[config.mk]
export PLATFORM = sky130hd
export DESIGN_NAME = adsr_envelope
export DESIGN_NICKNAME = d
export VERILOG_FILES = /design/src/rtl/adsr_envelope.sv
export SDC_FILE = /design/constraint.sdc
export NUM_CORES = 1
export LEC_CHECK = 0
export ABC_CLOCK_PERIOD_IN_PS = 5200
export CAP_MARGIN = 20
export CORE_ASPECT_RATIO = 0.8
export CORE_UTILIZATION = 30
export DETAILED_ROUTE_END_ITERATION = 10
export HOLD_SLACK_MARGIN = 0.02
export PLACE_DENSITY = 0.5
export SKIP_LAST_GASP = 1
export SLEW_MARGIN = 10
export SYNTH_ARGS = -nofsm -noshare
export SYNTH_HDL_FRONTEND = slang
export SYNTH_SLANG_ARGS = --single-unit
[constraint.sdc]
create_clock -name i_clk -period 5.2 [get_ports i_clk]
set_clock_uncertainty 0.1 [all_clocks]
set_input_delay 1.04 -clock i_clk [delete_from_list [all_inputs] [get_ports i_clk]]
set_output_delay 1.04 -clock i_clk [all_outputs]
set_load 0.02 [all_outputs]
[src/rtl/adsr_envelope.sv]
// ADSR amplitude envelope: gate-driven state machine with a fixed-point level
// accumulator, and a one-cycle sample scaler that feeds the pwm compare input.
module adsr_envelope #(
    parameter int COMPARE_WIDTH = 9,
    parameter int LEVEL_WIDTH   = 8,
    parameter int FRAC_BITS     = 8,
    localparam int ACC_W        = LEVEL_WIDTH + FRAC_BITS
) (
    input  logic                     i_clk,
    input  logic                     i_rst,
    input  logic                     i_gate,
    input  logic                     i_tick,
    input  logic [ACC_W-1:0]         i_attack_step,
    input  logic [ACC_W-1:0]         i_decay_step,
    input  logic [LEVEL_WIDTH-1:0]   i_sustain_level,
    input  logic [ACC_W-1:0]         i_release_step,
    input  logic [COMPARE_WIDTH-1:0] i_sample,
    input  logic                     i_sample_valid,
    output logic [COMPARE_WIDTH-1:0] o_compare,
    output logic                     o_compare_valid,
    output logic [LEVEL_WIDTH-1:0]   o_level,
    output logic [2:0]               o_state
);

    localparam int PROD_W = COMPARE_WIDTH + LEVEL_WIDTH + 1;
    localparam logic [ACC_W-1:0] ACC_MAX = '1;

    typedef enum logic [2:0] {
        ST_IDLE    = 3'd0,
        ST_ATTACK  = 3'd1,
        ST_DECAY   = 3'd2,
        ST_SUSTAIN = 3'd3,
        ST_RELEASE = 3'd4
    } state_t;

    state_t           state;
    logic [ACC_W-1:0] acc;
    logic             gate_d;

    logic             rise;
    logic             fall;
    logic [ACC_W:0]   att_sum;
    logic [ACC_W-1:0] sus_acc;
    logic             att_done;
    logic             dec_done;
    logic             rel_done;

    // Full-scale level maps to a gain of 2^LEVEL_WIDTH so a full envelope
    // passes the sample through unchanged.
    function automatic logic [LEVEL_WIDTH:0] level_gain(input logic [LEVEL_WIDTH-1:0] lvl);
        if (lvl == {LEVEL_WIDTH{1'b1}})
            return {1'b1, {LEVEL_WIDTH{1'b0}}};
        return {1'b0, lvl};
    endfunction

    function automatic logic [COMPARE_WIDTH-1:0] scale_sample(
        input logic [COMPARE_WIDTH-1:0] sample,
        input logic [LEVEL_WIDTH:0]     gain
    );
        logic [PROD_W-1:0] prod;
        prod = PROD_W'(sample) * PROD_W'(gain);
        return COMPARE_WIDTH'(prod >> LEVEL_WIDTH);
    endfunction

    always_comb begin
        rise     = i_gate & ~gate_d;
        fall     = ~i_gate & gate_d;
        att_sum  = {1'b0, acc} + {1'b0, i_attack_step};
        sus_acc  = {i_sustain_level, {FRAC_BITS{1'b0}}};
        att_done = (att_sum >= {1'b0, ACC_MAX});
        // acc - step <= S rewritten as step >= acc - S so it cannot underflow
        dec_done = (acc <= sus_acc) || (i_decay_step >= (acc - sus_acc));
        rel_done = (acc <= i_release_step);
    end

    always_ff @(posedge i_clk or posedge i_rst) begin
        if (i_rst) begin
            state  <= ST_IDLE;
            acc    <= '0;
            gate_d <= 1'b0;
        end else begin
            gate_d <= i_gate;
            if (rise) begin
                state <= ST_ATTACK;
            end else if (fall && state != ST_IDLE) begin
                state <= ST_RELEASE;
            end else begin
                unique case (state)
                    ST_IDLE: begin
                        acc <= '0;
                    end
                    ST_ATTACK: begin
                        if (i_tick) begin
                            if (att_done) begin
                                acc   <= ACC_MAX;
                                state <= ST_DECAY;
                            end else begin
                                acc <= att_sum[ACC_W-1:0];
                            end
                        end
                    end
                    ST_DECAY: begin
                        if (i_tick) begin
                            if (dec_done) begin
                                acc   <= sus_acc;
                                state <= ST_SUSTAIN;
                            end else begin
                                acc <= acc - i_decay_step;
                            end
                        end
                    end
                    ST_SUSTAIN: begin
                        acc <= sus_acc;
                    end
                    ST_RELEASE: begin
                        if (i_tick) begin
                            if (rel_done) begin
                                acc   <= '0;
                                state <= ST_IDLE;
                            end else begin
                                acc <= acc - i_release_step;
                            end
                        end
                    end
                    default: begin
                        acc   <= '0;
                        state <= ST_IDLE;
                    end
                endcase
            end
        end
    end

    // Stage p0 -> p1: scale the sample by the level present in its own cycle
    logic [COMPARE_WIDTH-1:0] compare_p1;
    logic                     vld_p1;

    always_ff @(posedge i_clk or posedge i_rst) begin
        if (i_rst) begin
            compare_p1 <= '0;
            vld_p1     <= 1'b0;
        end else begin
            vld_p1 <= i_sample_valid;
            if (i_sample_valid) begin
                if (state == ST_IDLE)
                    compare_p1 <= '0;
                else
                    compare_p1 <= scale_sample(i_sample, level_gain(acc[ACC_W-1:FRAC_BITS]));
            end
        end
    end

    assign o_compare       = compare_p1;
    assign o_compare_valid = vld_p1;
    assign o_level         = acc[ACC_W-1:FRAC_BITS];
    assign o_state         = state;

endmodule

==> flow_metrics.env <==
export IMPL_result_of_the_run="finished, final reports clean"
export IMPL_path_buf_inv=5
export IMPL_synth_area_leader_cell="sky130_fd_sc_hd__ha_1"
export IMPL_power_share_clock_pct=9.1
export IMPL_total_leakage_power_nw=4.63
export IMPL_cts_htree_levels=2
export IMPL_clock_tree_buffer_depth=2
export IMPL_cts_num_sinks=30
export IMPL_synth_xor_area_share_pct=6.42
export IMPL_final_layout_size_suffix_gt1_share_pct=12.0
export IMPL_tritoncts_clock_tree="yes"
export IMPL_timing_critical_path_slowest_stage_cell="sky130_fd_sc_hd__fa_1"
export IMPL_async_flop_share_pct=100
export IMPL_post_synth_and_or_nand_nor_area_fraction_pct=19.4
export IMPL_fin_crit_sh_pct=98.4
export IMPL_synthesis_nets=1142
export IMPL_synthDominantCellAreaShare_pct=17.8
export IMPL_post_synth_edffs=0
export IMPL_maximum_single_stage_delay_on_the_critical_path_ps=550
export IMPL_timing_critical_path_arrival_ps=5160
export IMPL_grt_pass1_wl_mm=36.6
export IMPL_crit_path_cell_trace="clkdlybuf4s50_1 > buf_4 > and2_1 > ha_1 > fa_1 > fa_1 > inv_1 > fa_1 > inv_1 > ha_4 > a21oi_2 > buf_4 > o21ai_2 > nand2_2 > o2111ai_2 > o211ai_1 > o21bai_1 > xnor2_1 > o22ai_1"
export IMPL_area_used_by_multi_input_combinational_logic_sq_um=5920
export IMPL_track_usage_pct=18.6
export IMPL_max_freq_mhz=195
export IMPL_horizontal_die_dimension_microns=176
export IMPL_grt_max_degree=31
export IMPL_avgRoutedWirePerCell_microns=16.9
export IMPL_rsz_0062_raised_after_global_routing="true"
export IMPL_power_density_nw_per_um2=351
export IMPL_cts_made_buffers=5
export IMPL_cts_root_buf="sky130_fd_sc_hd__clkbuf_16"
export IMPL_hold_path_class="flip-flop to flip-flop"
export IMPL_antenna_violating_nets_post_route=0
export IMPL_p_sw_mw=1.63
export IMPL_adder_cell_share_of_the_synthesized_area_pct=32.4
export IMPL_cp_end_kind="flip-flop"
export IMPL_antenna_found_initial=0
export IMPL_netlist_top_cells_count="142 x sky130_fd_sc_hd__inv_1, 103 x sky130_fd_sc_hd__ha_1, 59 x sky130_fd_sc_hd__nand2_1, 58 x sky130_fd_sc_hd__a21oi_1, 52 x sky130_fd_sc_hd__fa_1"
export IMPL_hold_violations=0
export IMPL_synth_cell_area_sq_um=7230
export IMPL_place_congestion=0.889
export IMPL_grt_pass1_vias=6747
export IMPL_final_net_count=1267
export IMPL_setup_ws_ps=84.0
export IMPL_setup_total_negative_slack_ps=0
export IMPL_maxCapViolations=0
export IMPL_timing_slew_headroom_pct=60.1
export IMPL_register_area_sq_um=751
export IMPL_cellInternalPower_mw=1.59
export IMPL_synth_main_ff_cell="sky130_fd_sc_hd__dfrtp_1"
export IMPL_remaining_drc_errors=0
export IMPL_avgSynthCellArea_sq_um=7.89
export IMPL_fp_row_count=50
export IMPL_drtIter0Drc=518
export IMPL_synth_ff_latch_count=30
export IMPL_synth_compound_area_share_pct=21.5
export IMPL_critical_path_max_fanout=8
export IMPL_insertedDiodeCount=0
export IMPL_num_fill_cells=2486
export IMPL_portBuffers=90
export IMPL_postLayoutCellArea_sq_um=9170
export IMPL_switching_share_pct=50.8
export IMPL_share_seq_of_total_power_pct=12.1
export IMPL_required_ps=5240
export IMPL_count_of_warnings_emitted_by_yosys=0
export IMPL_final_max_slew_viol_count=0
export IMPL_synthesis_instances=917
export IMPL_power_share_combinational_pct=78.8
export IMPL_power_ir_vdd_worst_uv=236
export IMPL_cell_type_with_the_highest_occurrence_count_on_the_critical_path="sky130_fd_sc_hd__fa_1"
export IMPL_clock_latency_ps=270
export IMPL_area_growth_pct=26.8
export IMPL_netlist_cell_type_count=76
export IMPL_hold_slack_ps=440
export IMPL_max_slew_worst_pin_slew_ps=597
export IMPL_timing_critical_path_from_type="primary input"
export IMPL_floorplan_die_area_sq_um=24700
export IMPL_cp_top_family="adder cells"
export IMPL_setup_viol=0
export IMPL_power_mw=3.22
export IMPL_ys_seq_area_share_pct=10.4
export IMPL_core_sq_um=23500
export IMPL_dpl_cell_area_sq_um=8810
export IMPL_die_height_microns=141
export IMPL_grt_overflow_total=0
export IMPL_synthMostInstantiatedCell="sky130_fd_sc_hd__inv_1"
export IMPL_route_detailed_vias_per_inst=5.16
export IMPL_dpl_hpwl_mm=18.6
export IMPL_post_cts_hold_buffer_count=0
export IMPL_main_combinational_cell_family_by_area_after_synthesis="adder cells"
export IMPL_post_route_min_period_ps=5120
export IMPL_dr_pass1_iters=5
export IMPL_setup_slack_at_placement_ps=-661
export IMPL_initial_core_util_pct=30.7
export IMPL_netlist_top_cells_area="sky130_fd_sc_hd__ha_1 18%, sky130_fd_sc_hd__fa_1 14%, sky130_fd_sc_hd__dfrtp_1 10%"
export IMPL_clk_pin_slew_ps=50
export IMPL_criticalPathCategory="primary input to flip-flop"
export IMPL_vias=6988
export IMPL_number_of_top_level_pins=91
export IMPL_detail_route_wirelength_mm=22.9
export IMPL_fraction_of_synthesized_area_in_multiplexers_pct=0.138
path summary, 6_finish.rpt:
kind | startpoint | end | slack (ps) | cells after the start
setup / recovery | i_sample[8] | o_compare[8] | 80 | 19
hold / removal | o_compare[4] | o_compare[4] | 440 | 2
setup reg to reg | acc[14] | o_compare[8] | 130 | 22
hold reg to reg | o_compare[4] | o_compare[4] | 440 | 2
max in group asynchronous | i_rst | acc[10] | 3660 | 3
min in group asynchronous | i_rst | o_compare_valid | 1050 | 3
cell type report:
type | instances | share of cell area, %
clock inverter | 1 | 0.0546
timing repair buffer | 155 | 15.6
clock buffer | 7 | 1.56
inverter | 142 | 5.81
multi-input combinational | 708 | 64.6
sequential | 30 | 8.18
tap | 312 | 4.26
worst reg2reg max path, stage by stage, from the launching register on:
cell and delay (ps):
sky130_fd_sc_hd__dfrtp_1 350, sky130_fd_sc_hd__nand4_1 170, sky130_fd_sc_hd__nor2_4 230, sky130_fd_sc_hd__nand2_4 80
sky130_fd_sc_hd__buf_4 150, sky130_fd_sc_hd__clkbuf_16 160, sky130_fd_sc_hd__and3_1 190, sky130_fd_sc_hd__fa_1 530
sky130_fd_sc_hd__fa_1 470, sky130_fd_sc_hd__fa_1 510, sky130_fd_sc_hd__inv_1 60, sky130_fd_sc_hd__fa_1 540
sky130_fd_sc_hd__inv_1 70, sky130_fd_sc_hd__ha_4 270, sky130_fd_sc_hd__a21oi_2 50, sky130_fd_sc_hd__buf_4 130
sky130_fd_sc_hd__o21ai_2 70, sky130_fd_sc_hd__nand2_2 100, sky130_fd_sc_hd__o2111ai_2 190, sky130_fd_sc_hd__o211ai_1 140
sky130_fd_sc_hd__o21bai_1 170, sky130_fd_sc_hd__xnor2_1 130, sky130_fd_sc_hd__o22ai_1 90
sequential cells by signal, summed over array words and instances, names as in the netlist:
register / count
o_state: 3
o_compare: 9
gate_d: 1
acc: 16
o_compare_valid: 1
placed cells by master, fill, tap and decap left out, types with 5 or more instances in the layout:
cell type                         netlist  final
sky130_fd_sc_hd__a221oi_1               7      7
sky130_fd_sc_hd__buf_4                  8     57
sky130_fd_sc_hd__o211ai_1               5      5
sky130_fd_sc_hd__nand3_1               39     34
sky130_fd_sc_hd__a21o_1                28     28
sky130_fd_sc_hd__a21oi_2                1      5
sky130_fd_sc_hd__dfrtp_1               30     30
sky130_fd_sc_hd__nor4_1                 7      7
sky130_fd_sc_hd__ha_1                 103    100
sky130_fd_sc_hd__xor2_1                25     24
sky130_fd_sc_hd__o21a_1                 8      8
sky130_fd_sc_hd__and2_1                 5      5
sky130_fd_sc_hd__nand3_2                0      5
sky130_fd_sc_hd__xnor2_1               28     28
sky130_fd_sc_hd__a211oi_1               9      9
sky130_fd_sc_hd__o21ai_0               46     44
sky130_fd_sc_hd__buf_6                  0      6
sky130_fd_sc_hd__nor3_1                11     10
sky130_fd_sc_hd__nor2_1                38     36
sky130_fd_sc_hd__o21ai_1                4      5
sky130_fd_sc_hd__fa_1                  52     51
sky130_fd_sc_hd__nor2b_1                8      8
sky130_fd_sc_hd__nand2_1               59     55
sky130_fd_sc_hd__nand2b_1               6      6
sky130_fd_sc_hd__inv_1                142    139
sky130_fd_sc_hd__or3_1                  5      5
sky130_fd_sc_hd__nor3b_1                5      5
sky130_fd_sc_hd__o22ai_1               11     11
sky130_fd_sc_hd__clkbuf_16              0      6
sky130_fd_sc_hd__o21bai_1               6      6
sky130_fd_sc_hd__nand4_1               11     11
sky130_fd_sc_hd__and3_1                51     51
sky130_fd_sc_hd__a21oi_1               58     54
sky130_fd_sc_hd__clkdlybuf4s50_1        0     82
power groups by stage:
stage	registers (mW)	clock network, mW	logic, mW
floorplan	0.394	0	1.61
detailed placement	0.388	0	2.42
global route	0.399	0.311	2.83
CTS	0.385	0.296	2.48
finish	0.388	0.293	2.54
global placement	0.388	0	2.44
timing repair:
action / 4_1_cts / 5_1_grt
resized for setup: 23 / 30
pin swaps: 16 / 32
setup buffers: 2 / 4
gates cloned: 0 / 1
endpoints found under the setup margin: 8 / 13
through the flow:
stage / utilization (%) / instances
finish: 39.0 / 1355
global route: 39.0 / 1355
CTS: 38.4 / 1350
detailed placement: 37.4 / 1340
global placement: 37.4 / 1340
floorplan: - / 917
logic make-up (layout without fill, tap and decap cells):
group / after synthesis / after routing
AND/OR/NAND/NOR: 265 / 265
flip-flops: 30 / 30
buffers and inverters: 179 / 305
XOR/XNOR: 53 / 53
multiplexers: 1 / 1
adder cells (fa/ha/maj): 156 / 156
AO/OA/AOI/OAI: 233 / 233
layer usage:
layer | track usage [%] | up-vias | part of all wire, %
met1 | 31.1 | 3298 | 54
met2 | 25.3 | 209 | 38
met3 | 2.18 | 17 | 7.0
met5 | 0 | - | 0
met4 | 1.92 | 0 | 1.0
li1 | - | 3464 | -
No activity file was read; power rests on OpenSTA's default activity.
